### config.mk
export PLATFORM = sky130hd
export DESIGN_NAME = pio_in_edge_irq
export DESIGN_NICKNAME = d
export VERILOG_FILES = /design/src/rtl/pio_in_edge_irq.sv
export SDC_FILE = /design/constraint.sdc
export NUM_CORES = 1
export LEC_CHECK = 0
export BUFFER_PORTS_ARGS = -buffer_cell sky130_fd_sc_hd__buf_4
export CAP_MARGIN = 20
export CORE_AREA = 2 2 76 78
export DETAILED_ROUTE_END_ITERATION = 10
export DIE_AREA = 0 0 78 80
export PLACE_DENSITY = 0.52
export SKIP_LAST_GASP = 1
export SLEW_MARGIN = 20
export SYNTH_ARGS = -nofsm -noshare
export SYNTH_HDL_FRONTEND = slang
export SYNTH_SLANG_ARGS = --single-unit
### constraint.sdc
create_clock -name clk -period 0.9 [get_ports clk]
set_input_delay 0.135 -clock clk [delete_from_list [all_inputs] [get_ports clk]]
set_output_delay 0.135 -clock clk [all_outputs]
set_load 0.02 [all_outputs]
### src/rtl/pio_in_edge_irq.sv
// pio_in_edge_irq: Avalon-MM input PIO with synchroniser, debounce, edge capture and level irq
// Ports:
//   clk, reset_n            system clock, asynchronous active-low reset
//   address, chipselect,    Avalon-MM slave; register map: 0 data (RO), 1 reserved,
//   write_n, writedata,     2 irq_mask (RW), 3 edge_capture (write 1 to clear)
//   readdata                registered read data, fixed 1-cycle latency
//   in_port                 asynchronous board inputs
//   irq                     registered level interrupt, |(edge_capture & irq_mask)
module pio_in_edge_irq #(
    parameter int WIDTH           = 5,
    parameter int SYNC_STAGES     = 2,
    parameter int DEBOUNCE_CYCLES = 0,
    parameter int EDGE_TYPE       = 0
) (
    input  logic             clk,
    input  logic             reset_n,
    input  logic [1:0]       address,
    input  logic             chipselect,
    input  logic             write_n,
    input  logic [31:0]      writedata,
    output logic [31:0]      readdata,
    input  logic [WIDTH-1:0] in_port,
    output logic             irq
);
    logic [WIDTH-1:0] sync_q [SYNC_STAGES];
    logic [WIDTH-1:0] s;
    logic [WIDTH-1:0] f;
    logic [WIDTH-1:0] f_d;
    logic [WIDTH-1:0] ev;
    logic [WIDTH-1:0] clr;
    logic [WIDTH-1:0] edge_capture;
    logic [WIDTH-1:0] irq_mask;
    logic [WIDTH-1:0] rd_next;
    logic             wr;
    logic             unused_wdata;

    assign unused_wdata = ^writedata;

    always_ff @(posedge clk or negedge reset_n) begin
        if (!reset_n) begin
            for (int i = 0; i < SYNC_STAGES; i++) sync_q[i] <= '0;
        end else begin
            sync_q[0] <= in_port;
            for (int i = 1; i < SYNC_STAGES; i++) sync_q[i] <= sync_q[i-1];
        end
    end

    assign s = sync_q[SYNC_STAGES-1];

    generate
        if (DEBOUNCE_CYCLES == 0) begin : g_nodeb
            assign f = s;
        end else begin : g_deb
            localparam int CW = $clog2(DEBOUNCE_CYCLES + 1);
            logic [CW-1:0]    cnt [WIDTH];
            logic [WIDTH-1:0] f_q;
            // cnt counts consecutive cycles where s disagrees with f; any agreement restarts it
            always_ff @(posedge clk or negedge reset_n) begin
                if (!reset_n) begin
                    f_q <= '0;
                    for (int i = 0; i < WIDTH; i++) cnt[i] <= '0;
                end else begin
                    for (int i = 0; i < WIDTH; i++) begin
                        if (s[i] == f_q[i]) begin
                            cnt[i] <= '0;
                        end else if (cnt[i] == CW'(DEBOUNCE_CYCLES - 1)) begin
                            f_q[i] <= s[i];
                            cnt[i] <= '0;
                        end else begin
                            cnt[i] <= cnt[i] + CW'(1);
                        end
                    end
                end
            end
            assign f = f_q;
        end
    endgenerate

    always_comb begin
        wr      = chipselect & ~write_n;
        ev      = EDGE_TYPE == 0 ? (f & ~f_d) :
                  EDGE_TYPE == 1 ? (~f & f_d) :
                                   (f ^ f_d);
        clr     = (wr && address == 2'd3) ? writedata[WIDTH-1:0] : '0;
        rd_next = address == 2'd0 ? f :
                  address == 2'd2 ? irq_mask :
                  address == 2'd3 ? edge_capture : '0;
    end

    // Read path and irq sample the pre-update registers, so a read of
    // edge_capture sees the bits before this cycle's set or clear.
    always_ff @(posedge clk or negedge reset_n) begin
        if (!reset_n) begin
            f_d          <= '0;
            edge_capture <= '0;
            irq_mask     <= '0;
            readdata     <= '0;
            irq          <= 1'b0;
        end else begin
            f_d          <= f;
            edge_capture <= ev | (edge_capture & ~clr);
            irq_mask     <= (wr && address == 2'd2) ? writedata[WIDTH-1:0] : irq_mask;
            readdata     <= 32'(rd_next);
            irq          <= |(edge_capture & irq_mask);
        end
    end
endmodule

==> impl_metrics.toml, run 1 <==
[sta]
hold_violations = 0
fin_crit_sh_pct = 108.7
fmax_mhz = 1022
layout_setup_ws_ns = -0.07841
skew_ns = 0.005223
slew_violations = 0
rsz0062_at_grt = "true"
setup_viol = 12
fin_crit_ns = 0.9784
hold_slack_ns = 0.1022

[pwr]
p_leak_nw = 0.8691
peakVddDrop_mv = 0.9888
power.density_nw_per_um2 = 1908

[global_routing]
grt_usage_pct = 8.412
grt_max_degree = 32
grt_pass1_vias = 805
grt_pass1_wl_um = 3864
globalRoute.totalOverflow = 0
antenna_found_initial = 0

[finish]
synthToLayoutAreaGrowth_pct = 31.97
diodes = 0
drive_gt1_share_pct = 35.37
finalInstanceArea_um2 = 1740
nets = 189

[placed_design]
routabilityCongestion = 0.7802
dpl-instance-area_um2 = 1535
dpl.hpwl_um = 1711
port_buffers = 21

[clock_network]
clockBufferDepth = 2
cts_tree = "built"
worstSkewPairLatency_ns = 0.27
cts.sinks = 31
clk_pin_slew_ns = 0.06
h-tree-depth = 2
cts_buffers = 5
cts_root_buf = "clkbuf_8"

[run]
drv_cap = 0

[worst_setup_path]
cp.arrival_ns = 1.14
critPathCaptureType = "flop"
crit_type = "reg2reg"
crit_path_start_kind = "flop"
crit_path_max_fanout = 3
cp.required_ns = 1.06

[logic_synthesis]
yosys_warnings = 0
synth_cell_type_count = 16
synth-seq-cells = 31
synth_seq_area_share_pct = 58.82
syn_area_um2 = 1319
syn_inst = 102
avgSynthCellArea_um2 = 12.93

[floorplan]
die_area_um2 = 6240
die_w_um = 78
pin_count = 76
start_util_pct = 24.40
die_h_um = 80
core_area_um2 = 5405
rows = 27

[routing]
first_pass_iters = 4
vias = 813
wirelength_um = 2347
vias_per_cell = 3.712
post-route-drc-count = 0
drtIter0Drc = 15
wl_per_cell_um = 10.72
ant_nets = 0

[outcome]
outcome = "finished, violations left"
violations = "negative setup slack"

[hold_path]
worstHoldPathType = "in2reg"
[cells in the mapped netlist]
library cell	instances	area (um2)
a22oi_1	1	7.510
buf_4	27	202.7
dfrtp_1	31	775.7
nand2b_1	5	31.28
nand2_1	1	3.750
and4bb_4	1	16.27
buf_6	1	11.26
mux2_2	10	112.6
clkbuf_2	1	5.000
a22o_1	5	43.79
and4b_1	1	10.01
o221ai_1	5	43.79
conb_1	1	3.750
a222oi_1	1	10.01
inv_1	10	37.54
nor2_1	1	3.750
[sequential cells by signal (all words and copies together) (netlist names)]
register / flops
edge_capture: 5
f: 5
f_d: 5
irq: 1
irq_mask: 5
readdata: 5
sync_q: 5
[worst max-delay path: stages, from the launching register on]
cell	delay (ns)
dfrtp_1	0.40
mux2_4	0.26
a22o_1	0.21
[cell type report]
cell class / instances / area (um2)
repair buffers: 40 / 341.6
multi-input cells: 58 / 395.4
flip-flops and latches: 31 / 775.7
well taps: 72 / 90.09
clock buffers: 8 / 100.1
fillers: 551 / 3665
inverters: 10 / 37.54
[layer usage]
metal  global-route usage [%]  part of all wire, %  up-vias
li1                         -                    -      375
met1                    10.12                   45      390
met2                    12.67                   46       44
met3                    3.167                  7.3        4
met4                    5.263                  1.6        0
met5                        0                    0        -
[layout by cell type (no fill, tap or decap), types with 5 or more instances in the layout]
master         count
a22o_1             5
mux2_2             7
dfrtp_1           31
nand2b_1           5
conb_1            27
buf_4             27
buf_6              7
inv_1             10
clkbuf_8           7
dlygate4sd3_1      6
o221ai_1           5
[report_power, final]
part           internal (W)  switching, W
registers           0.00152     0.0000672
logic              0.000295      0.000281
clock network      0.000696      0.000466
[logic make-up after synthesis]
| group | after synthesis | share of synthesized area [%] |
|---|---|---|
| muxes | 10 | 8.539 |
| buffers and inverters | 39 | 19.45 |
| AOI/OAI and AO/OA | 12 | 7.970 |
| DFF | 31 | 58.82 |
| other | 1 | 0.2844 |
| and+or+nand+nor | 9 | 4.933 |
[timing repair]
item / CTS / global route
pin swaps: 4 / 1
setup buffers: 1 / 0
resized for setup: 8 / 2
cloned: 0 / 0
endpoints found under the hold margin: 36 / 0
hold buffers: 6 / 0
setup endpoints to repair: 12 / 13
[final timing paths]
check                                                from                 endpoint  slack, ns  cells after the start
worst min-delay path                         writedata[2]  irq_mask[2]$_DFFE_PN0P_       0.10                      2
worst max-delay path            edge_capture[3]$_DFF_PN0_    readdata[3]$_DFF_PN0_      -0.08                      2
worst max register to register  edge_capture[3]$_DFF_PN0_    readdata[3]$_DFF_PN0_      -0.08                      2
min in group asynchronous                         reset_n      sync_q[9]$_DFF_PN0_       0.32                      2
worst min register to register        sync_q[9]$_DFF_PN0_           f[4]$_DFF_PN0_       0.35                      0
max in group asynchronous                         reset_n  irq_mask[1]$_DFFE_PN0P_       0.29                      2
[through the flow]
step,std cells,setup TNS (ns),utilization [%],total power [W],setup slack [ns]
floorplan,128,-0.7446,-,0.001978,-0.1225
global placement,204,-1.970,28.40,0.002105,-0.1741
detailed placement,204,-2.149,28.40,0.002118,-0.1981
CTS,219,-0.5281,32.06,0.003358,-0.07837
global route,219,-0.8596,32.20,0.003511,-0.1118
finish,219,-0.3950,32.20,0.003321,-0.07841
Power figures use the tool's default switching activity.
==> inputs of run 2 (changes only) <==
--- a/config.mk
+++ b/config.mk
@@ -10,7 +10,7 @@
 export CORE_AREA = 2 2 76 78
 export DETAILED_ROUTE_END_ITERATION = 10
 export DIE_AREA = 0 0 78 80
-export PLACE_DENSITY = 0.52
+export PLACE_DENSITY = 0.51
 export SKIP_LAST_GASP = 1
 export SLEW_MARGIN = 20
 export SYNTH_ARGS = -nofsm -noshare
==> constraint.sdc (replaced) <==
create_clock -name clk -period 1 [get_ports clk]
set_input_delay 0.15 -clock clk [delete_from_list [all_inputs] [get_ports clk]]
set_output_delay 0.15 -clock clk [all_outputs]
set_load 0.02 [all_outputs]
==> run 2 against run 1 <==
The run now ends clean. Worst hold slack gained 0.010 ns. Cell area shrank 4.8%. Sequential share of layout area grew 2.3 points. Critical path depth is the same. Flip-flop and latch count is the same. Clock skew grew 0.0016 ns. Utilization shrank 1.6 points. Die area is the same. Clock power shrank 26%. Highest routed layer unchanged.
==> impl_metrics.toml, run 2 (synthesis gave the netlist of run 1 again) <==
[outcome]
outcome = "completed"

[finish]
nets = 185
drive_gt1_share_pct = 32.62
diodes = 0
final_common_cell = "dfrtp_1"
final_cell_mix = "dfrtp_1, buf_4, conb_1, inv_1, mux2_2"
synthToLayoutAreaGrowth_pct = 25.62
finalInstanceArea_um2 = 1657

[floorplan]
core_area_um2 = 5405
start_util_pct = 24.40
die_w_um = 78
die_area_um2 = 6240
rows = 27
die_h_um = 80
pin_count = 76

[global_routing]
grt_pass1_vias = 748
globalRoute.totalOverflow = 0
grt_pass1_wl_um = 3643
antenna_found_initial = 0
grt_usage_pct = 7.910
grt_max_degree = 32

[worst_setup_path]
cp.required_ns = 1.16
crit_path_max_fanout = 3
crit_type = "reg2reg"
crit_path_start_kind = "flop"
critPathCaptureType = "flop"
cp.arrival_ns = 1.14

[clock_network]
h-tree-depth = 2
clockBufferDepth = 2
cts_setup_buffers = 0
cts.sinks = 31
clk_pin_slew_ns = 0.06
worstSkewPairLatency_ns = 0.28
cts_root_buf = "clkbuf_8"
cts_buffers = 5
cts_tree = "built"

[pwr]
seq_power_share_pct = 52.0
switching_share_pct = 25.54
switchingPower_w = 0.0007009
peakVddDrop_mv = 0.7880
p_leak_nw = 0.8261
power_w = 0.002744
power.density_nw_per_um2 = 1657
pwr-share-comb_pct = 16.5
p_int_w = 0.002043
clkPwrFrac_pct = 31.5

[placed_design]
dpl-instance-area_um2 = 1513
routabilityCongestion = 0.7268
port_buffers = 21
dpl.hpwl_um = 1640

[routing]
wirelength_um = 2213
wl_per_cell_um = 10.39
first_pass_iters = 4
vias = 793
vias_per_cell = 3.723
post-route-drc-count = 0
drtIter0Drc = 17
ant_nets = 0

[sta]
fin_crit_sh_pct = 97.96
rsz0062_at_grt = "true"
slew_violations = 0
setup_viol = 0
fin_crit_ns = 0.9796
hold_violations = 0
fmax_mhz = 1021
skew_ns = 0.006795

[hold_path]
worstHoldPathType = "in2reg"

[run]
drv_cap = 0
-- run 2: cell types whose count changed in the layout (fill, tap and decap cells not counted) --
cell      change
buf_6         -6
mux2_2        +1
clkbuf_8      -2
buf_4         +2
mux2_4        -1
-- run 2: what timing repair did --
action                     CTS  global route
pin swaps                    1             2
hold endpoints to repair    36             0
hold buffers                 6             0
setup endpoints to repair    1             4
resized for setup            0             3
-- run 2: stage by stage --
step | instances | setup slack, ns | hold WS [ns] | TNS [ns] | utilization (%)
floorplan | 128 | -0.03745 | -0.1456 | -0.1873 | -
global placement | 201 | -0.1168 | 0.09636 | -0.7121 | 27.99
detailed placement | 201 | -0.1253 | 0.1016 | -0.7783 | 27.99
CTS | 213 | 0.007458 | 0.1085 | 0 | 30.44
global route | 213 | -0.01732 | 0.1049 | -0.04336 | 30.65
finish | 213 | 0.02043 | 0.1125 | 0 | 30.65
-- run 2: final cells by class --
class	count	area, um2
Fill cell	552	3749
Sequential cell	31	775.7
Multi-Input combinational cell	58	391.6
Timing Repair Buffer	36	289.0
Tap cell	72	90.09
Clock buffer	6	72.57
Inverter	10	37.54
-- run 2: worst paths after layout --
path	slack, ns	depth (start not counted)	end	start
max	0.02	2	readdata[3]$_DFF_PN0_	edge_capture[3]$_DFF_PN0_
min	0.11	2	irq_mask[2]$_DFFE_PN0P_	writedata[2]
max reg2reg	0.02	2	readdata[3]$_DFF_PN0_	edge_capture[3]$_DFF_PN0_
min reg2reg	0.35	0	f[2]$_DFF_PN0_	sync_q[7]$_DFF_PN0_
max in group asynchronous	0.40	2	irq_mask[3]$_DFFE_PN0P_	reset_n
min in group asynchronous	0.33	2	f_d[1]$_DFF_PN0_	reset_n
-- run 2: worst max-delay path: stages, from the launching register on --
cell and delay (ns):
dfrtp_1 0.40, mux2_4 0.26, a22o_1 0.21
-- run 2: power by group through the flow --
| stage | Sequential, W | Combinational [W] | Clock (W) |
|---|---|---|---|
| 2_1_floorplan | 0.00147 | 0.000314 | 0 |
| 5_1_grt | 0.00144 | 0.000493 | 0.000970 |
| 4_1_cts | 0.00143 | 0.000448 | 0.000895 |
| 3_5_place_dp | 0.00145 | 0.000428 | 0 |
| 3_3_place_gp | 0.00144 | 0.000425 | 0 |
| 6_report | 0.00143 | 0.000452 | 0.000864 |
-- run 2: per-layer routing --
metal	global-route usage, %	routed length [um]
met1	10.21	955
met2	11.12	984
met3	3.394	222
met4	4.211	50
met5	0	0
